$ cat src/rtl/irq_arbiter.sv
// irq_arbiter: latches source request edges into pending bits, masks them with
// a software enable register, and presents one winner to the CPU through a
// claim/complete handshake that returns a one-cycle per-source acknowledge.
// Optional build macro IRQ_ROUND_ROBIN_EN: round-robin winner selection with a
// pointer that moves past each claimed source. Undefined: fixed priority, index 0 highest.
module irq_arbiter #(
    parameter int NUM_SRC = 4,
    parameter int ID_W    = 2
) (
    input  logic               clk,
    input  logic               rst,
    input  logic [NUM_SRC-1:0] src_req,
    output logic [NUM_SRC-1:0] src_ack,
    output logic               cpu_irq,
    output logic [ID_W-1:0]    cpu_irq_id,
    input  logic               cpu_claim,
    input  logic               cpu_complete,
    input  logic               reg_we,
    input  logic [3:0]         reg_addr,
    input  logic [31:0]        reg_wdata,
    output logic [31:0]        reg_rdata
);

    typedef enum logic [1:0] {
        ST_IDLE    = 2'd0,
        ST_REQ     = 2'd1,
        ST_SERVICE = 2'd2
    } state_e;

    state_e             state_q;
    logic [NUM_SRC-1:0] req_q;
    logic [NUM_SRC-1:0] pend_q, pend_d;
    logic [NUM_SRC-1:0] en_q, en_d;
    logic [NUM_SRC-1:0] cand;
    logic [NUM_SRC-1:0] set_bits, clr_bits;
    logic [NUM_SRC-1:0] claim_mask;
    logic [NUM_SRC-1:0] wdata_src;
    logic [NUM_SRC-1:0] scan_bits;
    logic [NUM_SRC-1:0] src_ack_q;
    logic [ID_W-1:0]    cur_id_q;
    logic [ID_W-1:0]    win_id;
    logic [ID_W-1:0]    cpu_irq_id_q;
    logic               cpu_irq_q;
    logic               win_found;
    logic               claim_fire;
    logic               we_en, we_pend, we_swtrig;
    logic [31:0]        rdata_q, rdata_d;
    int                 scan_idx;
    logic               unused_bits;
`ifdef IRQ_ROUND_ROBIN_EN
    logic [ID_W-1:0]    rr_ptr_q;
`endif

    assign cand       = pend_q & en_q;
    assign wdata_src  = reg_wdata[NUM_SRC-1:0];
    assign we_en      = reg_we && (reg_addr[3:2] == 2'd0);
    assign we_pend    = reg_we && (reg_addr[3:2] == 2'd1);
    assign we_swtrig  = reg_we && (reg_addr[3:2] == 2'd3);
    assign claim_mask = NUM_SRC'(1) << win_id;
    assign claim_fire = (state_q == ST_REQ) && cpu_claim && win_found;

    // Sets (edge, SWTRIG) are applied after clears (W1C, claim) so a set wins.
    assign set_bits = (src_req & ~req_q) | (we_swtrig ? wdata_src : '0);
    assign clr_bits = (we_pend ? wdata_src : '0) | (claim_fire ? claim_mask : '0);
    assign pend_d   = (pend_q & ~clr_bits) | set_bits;
    assign en_d     = we_en ? wdata_src : en_q;

    assign unused_bits = ^{reg_wdata[31:NUM_SRC], reg_addr[1:0]};

    assign src_ack    = src_ack_q;
    assign cpu_irq    = cpu_irq_q;
    assign cpu_irq_id = cpu_irq_id_q;
    assign reg_rdata  = rdata_q;

    // Winner search: first candidate from the scan start, upward with wrap-around.
    always_comb begin
        win_found = 1'b0;
        win_id    = '0;
        scan_idx  = 0;
        scan_bits = '0;
        for (int k = 0; k < NUM_SRC; k++) begin
`ifdef IRQ_ROUND_ROBIN_EN
            scan_idx = (int'(rr_ptr_q) + k) % NUM_SRC;
`else
            scan_idx = k;
`endif
            scan_bits = cand >> scan_idx;
            if (!win_found && scan_bits[0]) begin
                win_found = 1'b1;
                win_id    = ID_W'(scan_idx);
            end
        end
    end

    // Read mux for the register window, registered below.
    always_comb begin
        rdata_d = '0;
        case (reg_addr[3:2])
            2'd0: rdata_d[NUM_SRC-1:0] = en_q;
            2'd1: rdata_d[NUM_SRC-1:0] = pend_q;
            2'd2: begin
                rdata_d[8]        = (state_q == ST_SERVICE);
                rdata_d[5:4]      = state_q;
                rdata_d[ID_W-1:0] = cur_id_q;
            end
            default: rdata_d = '0;
        endcase
    end

    // Previous-cycle copy of the requests; it keeps sampling during reset so a
    // source already high when reset releases is not seen as a fresh edge.
    always_ff @(posedge clk) begin
        req_q <= src_req;
    end

    // Pending, enable and read-data registers.
    always_ff @(posedge clk) begin
        if (rst) begin
            pend_q  <= '0;
            en_q    <= '0;
            rdata_q <= '0;
        end else begin
            pend_q  <= pend_d;
            en_q    <= en_d;
            rdata_q <= rdata_d;
        end
    end

    // Handshake FSM with registered CPU-side outputs and acknowledge pulse.
    always_ff @(posedge clk) begin
        if (rst) begin
            state_q      <= ST_IDLE;
            cpu_irq_q    <= 1'b0;
            cpu_irq_id_q <= '0;
            src_ack_q    <= '0;
            cur_id_q     <= '0;
`ifdef IRQ_ROUND_ROBIN_EN
            rr_ptr_q     <= '0;
`endif
        end else begin
            src_ack_q <= '0;
            case (state_q)
                ST_IDLE: begin
                    if (win_found) begin
                        state_q      <= ST_REQ;
                        cpu_irq_q    <= 1'b1;
                        cpu_irq_id_q <= win_id;
                    end
                end
                ST_REQ: begin
                    if (!win_found) begin
                        state_q   <= ST_IDLE;
                        cpu_irq_q <= 1'b0;
                    end else if (cpu_claim) begin
                        state_q      <= ST_SERVICE;
                        cpu_irq_q    <= 1'b0;
                        cpu_irq_id_q <= win_id;
                        cur_id_q     <= win_id;
                        src_ack_q    <= claim_mask;
`ifdef IRQ_ROUND_ROBIN_EN
                        rr_ptr_q     <= ID_W'((int'(win_id) + 1) % NUM_SRC);
`endif
                    end else begin
                        cpu_irq_id_q <= win_id;
                    end
                end
                ST_SERVICE: begin
                    if (cpu_complete) begin
                        state_q <= ST_IDLE;
                    end
                end
                default: begin
                    state_q   <= ST_IDLE;
                    cpu_irq_q <= 1'b0;
                end
            endcase
        end
    end

endmodule
$ cat config.mk
export PLATFORM = sky130hd
export DESIGN_NAME = irq_arbiter
export DESIGN_NICKNAME = d
export VERILOG_FILES = /design/src/rtl/irq_arbiter.sv
export SDC_FILE = /design/constraint.sdc
export NUM_CORES = 1
export LEC_CHECK = 0
export ABC_AREA = 1
export BUFFER_PORTS_ARGS = -buffer_cell sky130_fd_sc_hd__buf_2
export CELL_PAD_IN_SITES_DETAIL_PLACEMENT = 0
export CELL_PAD_IN_SITES_GLOBAL_PLACEMENT = 1
export CORE_ASPECT_RATIO = 1.75
export CORE_UTILIZATION = 26
export CTS_BUF_LIST = sky130_fd_sc_hd__clkbuf_8 sky130_fd_sc_hd__clkbuf_16
export DETAILED_ROUTE_END_ITERATION = 8
export GPL_TIMING_DRIVEN = 0
export HOLD_SLACK_MARGIN = 0.1
export PLACE_DENSITY_LB_ADDON = 0.1
export SLEW_MARGIN = 20
export SYNTH_ARGS = -nofsm -noshare
export SYNTH_HDL_FRONTEND = slang
export SYNTH_SLANG_ARGS = --single-unit
$ cat constraint.sdc
create_clock -name clk -period 1.12 [get_ports clk]
set_input_delay 0.336 -clock clk [delete_from_list [all_inputs] [get_ports clk]]
set_output_delay 0.336 -clock clk [all_outputs]
set_load 0.02 [all_outputs]
=== After elaboration in Yosys (flattened, before gate mapping) ===
Cells that the tools add are included.

* Register bits after elaboration: 55
* Bits in latches: 0
* Memory bits (writable): 0
* Bits in read-only memories: 0
* Input bits: 45
* Memories: 0

* Add/sub/neg operators: 0
* Multipliers: 0
* Divide/modulo/power cells: 0
* $lt $le $gt $ge: 0
* Equality and inequality tests: 8
* Shifts and indexed selects: 1
* Mux-type cells: 21
* Bitwise logic cells: 13
* Reductions and logical operators: 20

{| class="wikitable"
|+ Operators with widths
! cell !! number
|-
| AND 4 bit || 3
|-
| 2-to-1 mux 2 bit || 6
|-
| 2-to-1 mux 4 bit || 3
|-
| OR 4 bit || 3
|-
| one-hot mux 2 bit (3 select lines) || 2
|-
| AND reduction 3 bit || 3
|-
| logical AND 1 bit || 8
|-
| 2-to-1 mux 1 bit || 8
|-
| NOT 4 bit || 2
|-
| == test 2 bit, second input constant || 3
|-
| NOT 1 bit || 5
|-
| == test 2 x 1 -> 1 bit, second input constant || 2
|-
| zero test 2 bit || 2
|-
| != test 2 bit, second input constant || 2
|-
| one-hot mux 2 bit (2 select lines) || 1
|-
| OR reduction 2 bit || 2
|-
| OR reduction 4 bit || 1
|-
| << shifter 1 x 2 -> 4 bit, first input constant || 1
|-
| zero test 1 bit || 3
|-
| != test 3 bit, second input constant || 1
|-
| one-hot mux 1 bit (3 select lines) || 1
|-
| AND reduction 2 bit || 1
|}

=== Logic depth before layout (Yosys ltp) ===
Gate-level depths: netlist (run 1).

* Depth in word-level cells: 17
* Depth in mapped cells: 8

=== Worst setup path after synthesis (run 1) ===
OpenSTA, ideal clock, no wires.

* Kind: register -> register
* Start: reg pend_q[0]
* End: reg pend_q[1]
* Arrival time: 0.905 ns
* Setup slack: 0.083 ns
* Cell stages (with the launch flop): 8
* Buffers on the path: 0
* Period minus slack after synthesis: 1.037 ns
* Path through: dfxtp_1 -> nand2_2 -> nand3_4 -> nor2_8 -> nor2_8 -> nand2_1 -> nand2_1 -> a21oi_2

* Word-level cells in the longest chain between the ends: 17
* Elaborated cells on any way between the ends: 21
* Classes of those cells: 1 x shift; 8 x mux; 5 x bitwise; 7 x reduce/logical

{| class="wikitable"
|+ RTL lines
! item !! RTL line !! RTL
|-
| start, declared || 32 || <nowiki>logic [NUM_SRC-1:0] pend_q, pend_d;</nowiki>
|-
| start signal, assigned || 123 || <nowiki>pend_q <= pend_d;</nowiki>
|-
| AND 4 bit (*) || 54 || <nowiki>assign cand = pend_q & en_q;</nowiki>
|-
| 2-to-1 mux 1 bit (*) || 88 || <nowiki>if (!win_found && scan_bits[0]) begin</nowiki>
|-
| zero test 1 bit || 88 ||
|-
| logical AND 1 bit || 88 ||
|-
| 2-to-1 mux 1 bit || 88 ||
|-
| zero test 1 bit || 88 ||
|-
| logical AND 1 bit || 88 ||
|-
| 2-to-1 mux 1 bit || 88 ||
|-
| zero test 1 bit || 88 ||
|-
| logical AND 1 bit || 88 ||
|-
| 2-to-1 mux 2 bit or 2-to-1 mux 1 bit (tied branches) || 88 ||
|-
| << shifter 1 x 2 -> 4 bit or logical AND 1 bit (tied branches) || 59, 60 ||
|-
| 2-to-1 mux 4 bit (*) || 64 || <nowiki>assign clr_bits = (we_pend ? wdata_src : '0) | (claim_fire ? claim_mask : '0);</nowiki>
|-
| OR 4 bit (*) || 64 ||
|-
| NOT 4 bit (*) || 65 || <nowiki>assign pend_d = (pend_q & ~clr_bits) | set_bits;</nowiki>
|-
| AND 4 bit (*) || 65 ||
|-
| OR 4 bit (*) || 65 ||
|}

Mark *: on every way between the ends. The rest lies on a longest branch, timed or not.
A chain may end at the register's enable or synchronous reset.

=== Final worst setup path (run 1) ===
* Start: reg pend_q[1]
* End: reg pend_q[3]

* Word-level cells in the longest chain between the ends: 15
* Elaborated cells on any way between the ends: 19
* Classes of those cells: 1 x shift; 7 x mux; 5 x bitwise; 6 x reduce/logical

{| class="wikitable"
|+ RTL lines
! item !! RTL line
|-
| AND 4 bit (*) || 54
|-
| logical AND 1 bit (*) || 88
|-
| 2-to-1 mux 1 bit || 88
|-
| zero test 1 bit || 88
|-
| logical AND 1 bit || 88
|-
| 2-to-1 mux 1 bit || 88
|-
| zero test 1 bit || 88
|-
| logical AND 1 bit || 88
|-
| 2-to-1 mux 2 bit or 2-to-1 mux 1 bit (tied branches) || 88
|-
| << shifter 1 x 2 -> 4 bit or logical AND 1 bit (tied branches) || 59, 60
|-
| 2-to-1 mux 4 bit (*) || 64
|-
| OR 4 bit (*) || 64
|-
| NOT 4 bit (*) || 65
|-
| AND 4 bit (*) || 65
|-
| OR 4 bit (*) || 65
|}

Marked as above.

==> results.sh, run 1 <==
export IMPL_grt_pass1_wl_um=5285
export IMPL_fin_crit_ns=1.097
export IMPL_drive_above_1_share=0.4211
export IMPL_status="finished, violations left"
export IMPL_regArea_um2=616.8
export IMPL_ys_ff_latch=30
export IMPL_async_flop_share=0
export IMPL_setup_slack_ns=0.02264
export IMPL_peakVddDrop_uv=440.8
export IMPL_vias=1220
export IMPL_synth_edf_count=0
export IMPL_n_fill_cell=568
export IMPL_cts_sinks=30
export IMPL_synthFlopType="dfxtp_1"
export IMPL_drcViolationCount=1
export IMPL_crit_fanout=7
export IMPL_cts_path_max_buffers=2
export IMPL_startpoint_type="register"
export IMPL_hold_viol_final=0
export IMPL_syn_to_final_growth_pct=36.83
export IMPL_tightest_slew_ns=0.5934
export IMPL_cts_tree="built"
export IMPL_wl_um=3296
export IMPL_seqPwrFrac=0.429
export IMPL_layout_common_cells="buf_4, nand2_1, conb_1"
export IMPL_numCtsBuffers=5
export IMPL_clock_power_share=0.422
export IMPL_syn_inst=181
export IMPL_num_rows=35
export IMPL_antenna_left=0
export IMPL_nets=292
export IMPL_cts_clk_slew_worst_paths_ns=0.07
export IMPL_critPathMaxStageDelay_ns=0.35
export IMPL_crit_end="pend_q[3]"
export IMPL_criticalPathCategory="register to register"
export IMPL_via_per_inst=4.040
export IMPL_power_mw=2.660
export IMPL_initial_utilization=0.2702
export IMPL_maxSlewViolCount=0
export IMPL_use_met1=0.1042
export IMPL_core_area_um2=5255
export IMPL_fp_dieH_um=99.77
export IMPL_gr_total_overflow=0
export IMPL_finalSetupViolations=0
export IMPL_grt_pass1_vias=1134
export IMPL_reg2reg_slack_ns=0.02
export IMPL_ys_types=24
export IMPL_cts_root_buf="clkbuf_8"
export IMPL_swShare=0.2537
export IMPL_crit_top_cell="nor2_8"
export IMPL_timing_rr_end="pend_q[3]"
export IMPL_antenna_cells=0
export IMPL_powerDensity_nw_per_um2=1369
export IMPL_antenna_found_initial=0
export IMPL_fmax_mhz=911.3
export IMPL_cp_cell_sequence="nand2_4, nand3_4, nor2_8, nor2_8, nand2_2, nand2_1, a21oi_1"
export IMPL_crit_slowest_cell="dfxtp_2"
export IMPL_wl_per_cell_um=10.91
export IMPL_syn_area_um2=1420
export IMPL_reg2reg_depth=7
export IMPL_dp_slack_ns=-0.1997
export IMPL_pin_count=84
export IMPL_top_usage_layer="met2"
export IMPL_p_sw_mw=0.6750
export IMPL_power_frac_comb=0.149
export IMPL_synth_warnings=0
export IMPL_dpl_hpwl_um=2596
export IMPL_h_tree_depth=2
export IMPL_multiInputGateArea_um2=668.1
export IMPL_cp_startpoint="pend_q[1]"
export IMPL_fin_crit_sh=0.9798
export IMPL_fin_worst_skew_ns=0.007346
export IMPL_intPower_mw=1.985
export IMPL_violations="DRC"
export IMPL_insertion_delay_ns=0.29
export IMPL_gr_usage_met2=0.2485
export IMPL_hp_class="input port to register"
export IMPL_layout_commonest_cell="buf_4"
export IMPL_avgSynthCellArea_um2=7.846
export IMPL_arrival_ns=1.25
export IMPL_io_buffers=28
export IMPL_final_util=0.3698
export IMPL_grt_max_degree=11
export IMPL_dieWidth_um=57.87
export IMPL_die_area_um2=5773
export IMPL_rsz0062_at_grt="yes"
export IMPL_grt_use_total=0.1268
export IMPL_crit_required_ns=1.27
export IMPL_maxCapViolCount=0
export IMPL_maxSlewHeadroom=0.6044
export IMPL_p_leak_nw=1.069
export IMPL_gp_congestion=0.7781
export IMPL_grtUsageMet3=0.02991
export IMPL_end_kind="register"
export IMPL_drt_iter0_drc=22
export IMPL_first_pass_iters=6
export IMPL_timing_rr_start="pend_q[1]"
export IMPL_yosysSeqAreaShare=0.4229
export IMPL_hold_buffers=0
## cell type report
type / count / area share
tap: 55 / 0.03542
clock inverter: 1 / 0.01545
sequential: 30 / 0.3175
timing repair buffer: 35 / 0.1043
multi-input combinational: 127 / 0.3439
clock buffer: 6 / 0.04250
buffer: 27 / 0.1005
inverter: 21 / 0.04057
## cell usage after synthesis (2+ instances only)
cell | instances | area share
nand2_1 | 32 | 0.085
dfxtp_1 | 30 | 0.42
buf_4 | 25 | 0.13
nor2_1 | 22 | 0.058
inv_1 | 18 | 0.048
a21oi_1 | 9 | 0.032
nand2_2 | 7 | 0.031
nand3_1 | 7 | 0.025
o21ai_0 | 6 | 0.021
a22oi_1 | 4 | 0.021
inv_2 | 3 | 0.0079
a21oi_2 | 2 | 0.012
clkbuf_1 | 2 | 0.0053
nor2_4 | 2 | 0.016
nor2_8 | 2 | 0.028
nor3_1 | 2 | 0.0070
## logic make-up after synthesis
family | share of synthesized area
AO/OA/AOI/OAI | 0.09603
buffers and inverters | 0.1929
flip-flops | 0.4229
other | 0.002641
AND/OR/NAND/NOR | 0.2855
## power groups by stage
stage	combinational [mW]	sequential, mW	clock [mW]
after global routing	0.437	1.15	1.20
after detailed placement	0.362	1.16	0
after CTS	0.394	1.14	1.16
after global placement	0.362	1.16	0
final	0.398	1.14	1.12
after floorplan	0.263	1.17	0
## per-stage QoR
step | area, µm² | setup TNS [ns] | hold slack (ns) | instances
floorplan | 1510 | 0 | 0.3637 | 205
global placement | 1719 | -2.248 | 0.4541 | 288
detailed placement | 1719 | -2.283 | 0.4571 | 288
CTS | 1916 | -0.01105 | 0.1551 | 301
global route | 1943 | -0.2821 | 0.1598 | 302
finish | 1943 | 0 | 0.1616 | 302
## flip-flops by register name, summed over array words and instances, names as in the netlist
signal / count
state_q: 2
cur_id_q: 2
cpu_irq_id: 2
src_ack: 4
reg_rdata: 7
pend_q: 4
req_q: 4
en_q: 4
cpu_irq: 1
## worst max-delay path, delay by kind of cell, from the launching register on
family / cells / cell delay, ns
AO/OA/AOI/OAI: 1 / 0.05
AND/OR/NAND/NOR: 6 / 0.56
flip-flops: 1 / 0.35
## worst min path at each step
stage                from       end  slack (ns)  depth (start not counted)
6_report       src_req[1]  req_q[1]        0.16                          1
5_1_grt        src_req[3]  req_q[3]        0.16                          1
4_1_cts        src_req[0]  req_q[0]        0.16                          1
3_5_place_dp   src_req[1]  req_q[1]        0.46                          1
3_3_place_gp   src_req[0]  req_q[0]        0.45                          1
2_1_floorplan  src_req[0]  req_q[0]        0.36                          0
## routing by layer
metal | vias to the layer above | part of all wire | wire [µm]
met3 | 8 | 0.048 | 157
met5 | - | 0 | 0
met4 | 0 | 0.033 | 110
met2 | 38 | 0.58 | 1899
met1 | 526 | 0.34 | 1129
li1 | 648 | - | -
## what timing repair did
item                       4_1_cts  5_1_grt
buffers inserted                 6        1
pin swaps                        3        1
setup endpoints to repair       11       15
resized for setup               17       10
Power figures use the tool's default switching activity.
==> inputs of run 2 (changes only) <==
Settings changed: CELL_PAD_IN_SITES_DETAIL_PLACEMENT 0 to 2, CELL_PAD_IN_SITES_GLOBAL_PLACEMENT 1 to 2, CORE_UTILIZATION 26 to 20.
==> run 2 against run 1 <==
  * The run ends with setup timing left
  * Wire length increased by 22%
  * Sequential cell count unchanged
  * First-iteration DRC count decreased by 9.1%
  * Non-clock buffer count decreased by 1
  * Critical endpoint is now pend_q[2]
  * Highest routed layer unchanged
==> results.sh, run 2 (synthesized netlist as in run 1, its figures left out) <==
export IMPL_end_kind="register"
export IMPL_arrival_ns=1.35
export IMPL_p_sw_mw=0.7319
export IMPL_wl_per_cell_um=12.22
export IMPL_min_to="req_q[2]"
export IMPL_n_fill_cell=823
export IMPL_die_area_um2=7455
export IMPL_fmax_mhz=868.6
export IMPL_drcViolationCount=0
export IMPL_via_per_inst=3.979
export IMPL_nets=291
export IMPL_maxSlewHeadroom=0.5860
export IMPL_gr_total_overflow=0
export IMPL_layout_common_cells="buf_4, nand2_1, conb_1, buf_2, nor2_1"
export IMPL_critPathMaxStageDelay_ns=0.35
export IMPL_wl_um=4022
export IMPL_min_from="src_req[2]"
export IMPL_multiInputGateArea_um2=698.2
export IMPL_reg2reg_slack_ns=-0.03
export IMPL_instances_no_fill=329
export IMPL_io_buffers=28
export IMPL_grt_pass1_vias=1398
export IMPL_maxCapViolCount=0
export IMPL_grt_use_total=0.1234
export IMPL_startpoint_type="register"
export IMPL_powerDensity_nw_per_um2=1404
export IMPL_antenna_cells=0
export IMPL_timing_rr_start="en_q[2]"
export IMPL_crit_fanout=7
export IMPL_syn_to_final_growth_pct=43.70
export IMPL_status="finished, violations left"
export IMPL_violations="setup timing"
export IMPL_hp_class="input port to register"
export IMPL_drt_iter0_drc=20
export IMPL_rsz0062_at_grt="yes"
export IMPL_finalSetupViolations=4
export IMPL_numCtsBuffers=5
export IMPL_drive_above_1_share=0.4327
export IMPL_cts_root_buf="clkbuf_16"
export IMPL_intPower_mw=2.133
export IMPL_h_tree_depth=2
export IMPL_crit_required_ns=1.32
export IMPL_power_frac_comb=0.143
export IMPL_final_util=0.2976
export IMPL_core_area_um2=6857
export IMPL_first_pass_iters=4
export IMPL_largest_reg_flops=7
export IMPL_gp_congestion=0.6754
export IMPL_place_inst=317
export IMPL_criticalPathCategory="register to register"
export IMPL_regArea_um2=624.3
export IMPL_timing_rr_end="pend_q[2]"
export IMPL_cp_cell_sequence="nand2_4, nand3_4, nor2_8, nor2_8, nand2_2, nand2_1, a21oi_1"
export IMPL_layout_commonest_cell="buf_4"
export IMPL_peakVddDrop_uv=544.7
export IMPL_cts_path_max_buffers=2
export IMPL_fin_crit_sh=1.028
export IMPL_vias=1309
export IMPL_reg2reg_depth=7
export IMPL_antenna_left=0
export IMPL_seqPwrFrac=0.400
export IMPL_cts_clk_slew_worst_paths_ns=0.05
export IMPL_pin_count=84
export IMPL_dieWidth_um=65.70
export IMPL_crit_slowest_cell="dfxtp_4"
export IMPL_setup_slack_ns=-0.03133
export IMPL_antenna_found_initial=0
export IMPL_crit_top_cell="nor2_8"
export IMPL_dp_slack_ns=-0.2395
export IMPL_maxSlewViolCount=0
export IMPL_grt_pass1_wl_um=6561
export IMPL_cts_tree="built"
export IMPL_num_rows=40
export IMPL_swShare=0.2555
export IMPL_grt_max_degree=11
export IMPL_insertion_delay_ns=0.28
export IMPL_clock_power_share=0.457
export IMPL_fin_worst_skew_ns=0.002914
export IMPL_hold_buffers=0
export IMPL_fp_dieH_um=113.5
export IMPL_cts_sinks=30
export IMPL_hold_depth=1
export IMPL_initial_utilization=0.2071
export IMPL_tightest_slew_ns=0.6210
export IMPL_p_leak_nw=1.082
export IMPL_hold_viol_final=0
export IMPL_fin_crit_ns=1.151
export IMPL_dpl_hpwl_um=3248
==> run 2: cell count changes in the layout (fill, tap and decap cells not counted), moves of 2 or more <==
cell and change:
clkbuf_8 -5, dfxtp_2 -3, buf_4 -3, a21oi_4 +2, clkbuf_16 +5, dfxtp_4 +3
==> run 2: worst max-delay path by stage <==
stage                     startpoint            end
final                        en_q[2]      pend_q[2]
after global placement           rst  cpu_irq_id[0]
after floorplan            pend_q[0]      pend_q[1]
after detailed placement         rst  cpu_irq_id[0]
after global routing         en_q[1]      pend_q[2]
after CTS                  pend_q[1]      pend_q[3]
==> run 2: metrics by stage <==
step	setup TNS, ns	hold WS (ns)	power, mW	instance area, µm²
floorplan	0	0.3637	1.433	1510
global placement	-3.523	0.4553	1.527	1755
detailed placement	-3.472	0.4570	1.533	1755
CTS	-0.1772	0.1665	2.897	1952
global route	-0.6794	0.1722	2.999	2041
finish	-0.07506	0.1735	2.865	2041
==> run 2: worst max-delay path: cells and delay by family (launching register included) <==
kind | cells | cell delay (ns)
DFF | 1 | 0.35
AOI/OAI and AO/OA | 1 | 0.12
and+or+nand+nor | 6 | 0.60
==> run 2: metal layers <==
layer  track usage  vias to the layer above  share of wire
li1              -                      641              -
met1        0.1091                      622           0.33
met2        0.2361                       39           0.58
met3       0.03200                        7          0.052
met4       0.07391                        0          0.029
met5             0                        -              0
==> run 2: layout make-up <==
type	count	share of cell area
flip-flops and latches	30	0.3059
clock buffers	6	0.06806
repair buffers	34	0.09626
inverters	21	0.03985
well taps	84	0.05150
multi-input cells	127	0.3421
plain buffers	27	0.09626
==> run 2: power by group through the flow <==
stage	logic, mW	clock network, mW	registers (mW)
after global routing	0.452	1.40	1.15
after CTS	0.389	1.37	1.14
after detailed placement	0.371	0	1.16
final	0.409	1.31	1.15
after global placement	0.367	0	1.16
after floorplan	0.263	0	1.17
==> run 2: repair_timing <==
action                                  CTS  global route
pin swaps                                 5             6
resized for setup                        17            22
endpoints found under the setup margin   12            20
buffers inserted                          3             3
cloned                                    0             0
==> inputs of run 3 (changes only) <==
Settings changed: SETUP_SLACK_MARGIN from default to 0.15.
==> run 3 against run 2 <==
  * Hold slack better by 0.0014 ns
  * The run now ends clean
  * Core utilization up 2.2 points
  * Critical endpoint is now pend_q[1]
  * Sequential share of layout area down 1.6 points
==> results.sh, run 3 (synthesized netlist as in run 1, its figures left out) <==
export IMPL_cts_sinks=30
export IMPL_fin_crit_sh=0.9971
export IMPL_layout_commonest_cell="buf_4"
export IMPL_largest_reg_flops=7
export IMPL_maxSlewViolCount=0
export IMPL_num_rows=40
export IMPL_insertion_delay_ns=0.27
export IMPL_h_tree_depth=2
export IMPL_criticalPathCategory="register to register"
export IMPL_crit_slowest_cell="dfxtp_4"
export IMPL_cts_tree="built"
export IMPL_grt_use_total=0.1224
export IMPL_cp_cell_sequence="nand2_4, nand3_4, nor2_8, nor2_8, nand2_4, nand2_2, a21oi_2"
export IMPL_cts_path_max_buffers=2
export IMPL_first_pass_iters=2
export IMPL_hold_buffers=0
export IMPL_wl_per_cell_um=12.25
export IMPL_core_area_um2=6857
export IMPL_rsz0062_at_grt="yes"
export IMPL_antenna_cells=0
export IMPL_antenna_left=0
export IMPL_powerDensity_nw_per_um2=1336
export IMPL_nets=297
export IMPL_arrival_ns=1.27
export IMPL_hold_viol_final=0
export IMPL_maxCapViolCount=0
export IMPL_clock_power_share=0.459
export IMPL_n_fill_cell=793
export IMPL_drive_above_1_share=0.5178
export IMPL_antenna_found_initial=0
export IMPL_setup_slack_ns=0.003202
export IMPL_vias=1314
export IMPL_regArea_um2=635.6
export IMPL_critPathMaxStageDelay_ns=0.36
export IMPL_fin_hold_ws_ns=0.1749
export IMPL_fmax_mhz=895.4
export IMPL_grt_pass1_wl_um=6603
export IMPL_drt_iter0_drc=16
export IMPL_fp_dieH_um=113.5
export IMPL_pin_count=84
export IMPL_cts_clk_slew_worst_paths_ns=0.05
export IMPL_cts_root_buf="clkbuf_16"
export IMPL_swShare=0.2587
export IMPL_initial_utilization=0.2071
export IMPL_layout_common_cells="buf_4, nand2_1, conb_1"
export IMPL_multiInputGateArea_um2=704.4
export IMPL_die_area_um2=7455
export IMPL_end_kind="register"
export IMPL_place_area_um2=1774
export IMPL_fin_worst_skew_ns=0.002784
export IMPL_drcViolationCount=0
export IMPL_seqPwrFrac=0.391
export IMPL_numCtsBuffers=5
export IMPL_crit_required_ns=1.27
export IMPL_postLayoutCellArea_um2=2193
export IMPL_grt_max_degree=11
export IMPL_path_buf_inv=0
export IMPL_syn_to_final_growth_pct=54.45
export IMPL_wl_um=4128
export IMPL_startpoint_type="register"
export IMPL_final_util=0.3199
export IMPL_p_leak_nw=1.139
export IMPL_gr_total_overflow=0
export IMPL_dieWidth_um=65.70
export IMPL_status="finished, final reports clean"
export IMPL_finalSetupViolations=0
export IMPL_via_per_inst=3.899
export IMPL_intPower_mw=2.172
export IMPL_hp_class="input port to register"
export IMPL_power_frac_comb=0.150
export IMPL_io_buffers=28
export IMPL_peakVddDrop_uv=503.5
export IMPL_fin_setup_tns_ns=0
export IMPL_dpl_hpwl_um=3201
export IMPL_p_sw_mw=0.7579
export IMPL_fin_crit_ns=1.117
export IMPL_grt_pass1_vias=1352
export IMPL_gp_congestion=0.7284
export IMPL_dp_slack_ns=-0.3138
export IMPL_cp_top_family="simple AND/OR/NAND/NOR gates"
export IMPL_crit_fanout=7
## run 3: power groups by stage
stage / registers (mW) / logic, mW / clock network [mW]
4_1_cts: 1.15 / 0.425 / 1.38
5_1_grt: 1.15 / 0.484 / 1.43
6_report: 1.15 / 0.440 / 1.34
3_5_place_dp: 1.17 / 0.375 / 0
3_3_place_gp: 1.17 / 0.372 / 0
2_1_floorplan: 1.17 / 0.265 / 0
## run 3: per-stage QoR
step	instances	total power, mW
3_5_place_dp	317	1.541
4_1_cts	333	2.950
5_1_grt	337	3.070
6_report	337	2.930
3_3_place_gp	317	1.537
2_1_floorplan	205	1.439
## run 3: path summary, 6_finish.rpt
kind	start	endpoint	slack (ns)	cells past startpoint
setup / recovery	pend_q[1]	pend_q[1]	0.003	7
hold reg to reg	cur_id_q[1]	cur_id_q[1]	0.47	2
setup reg to reg	pend_q[1]	pend_q[1]	0.003	7
hold / removal	src_req[1]	req_q[1]	0.17	1
## run 3: repair_timing
item                       in CTS  in global routing
setup endpoints to repair      37                 34
gates cloned                    0                  0
setup buffers                   8                  4
gates resized for setup        59                  8
pin swaps                       7                  3
## run 3: area by class of cell
class	instances	area share
multi-input combinational	127	0.3212
sequential	30	0.2898
timing repair buffer	40	0.1477
buffer	27	0.09013
clock buffer	6	0.06332
tap	84	0.04792
inverter	21	0.03594
clock inverter	2	0.003993
## run 3: per-layer routing
layer / wire length [µm] / track usage / share of wire
met3: 142 / 0.02500 / 0.034
met1: 1415 / 0.1087 / 0.34
met2: 2473 / 0.2422 / 0.60
met4: 96 / 0.06522 / 0.023
met5: 0 / 0 / 0
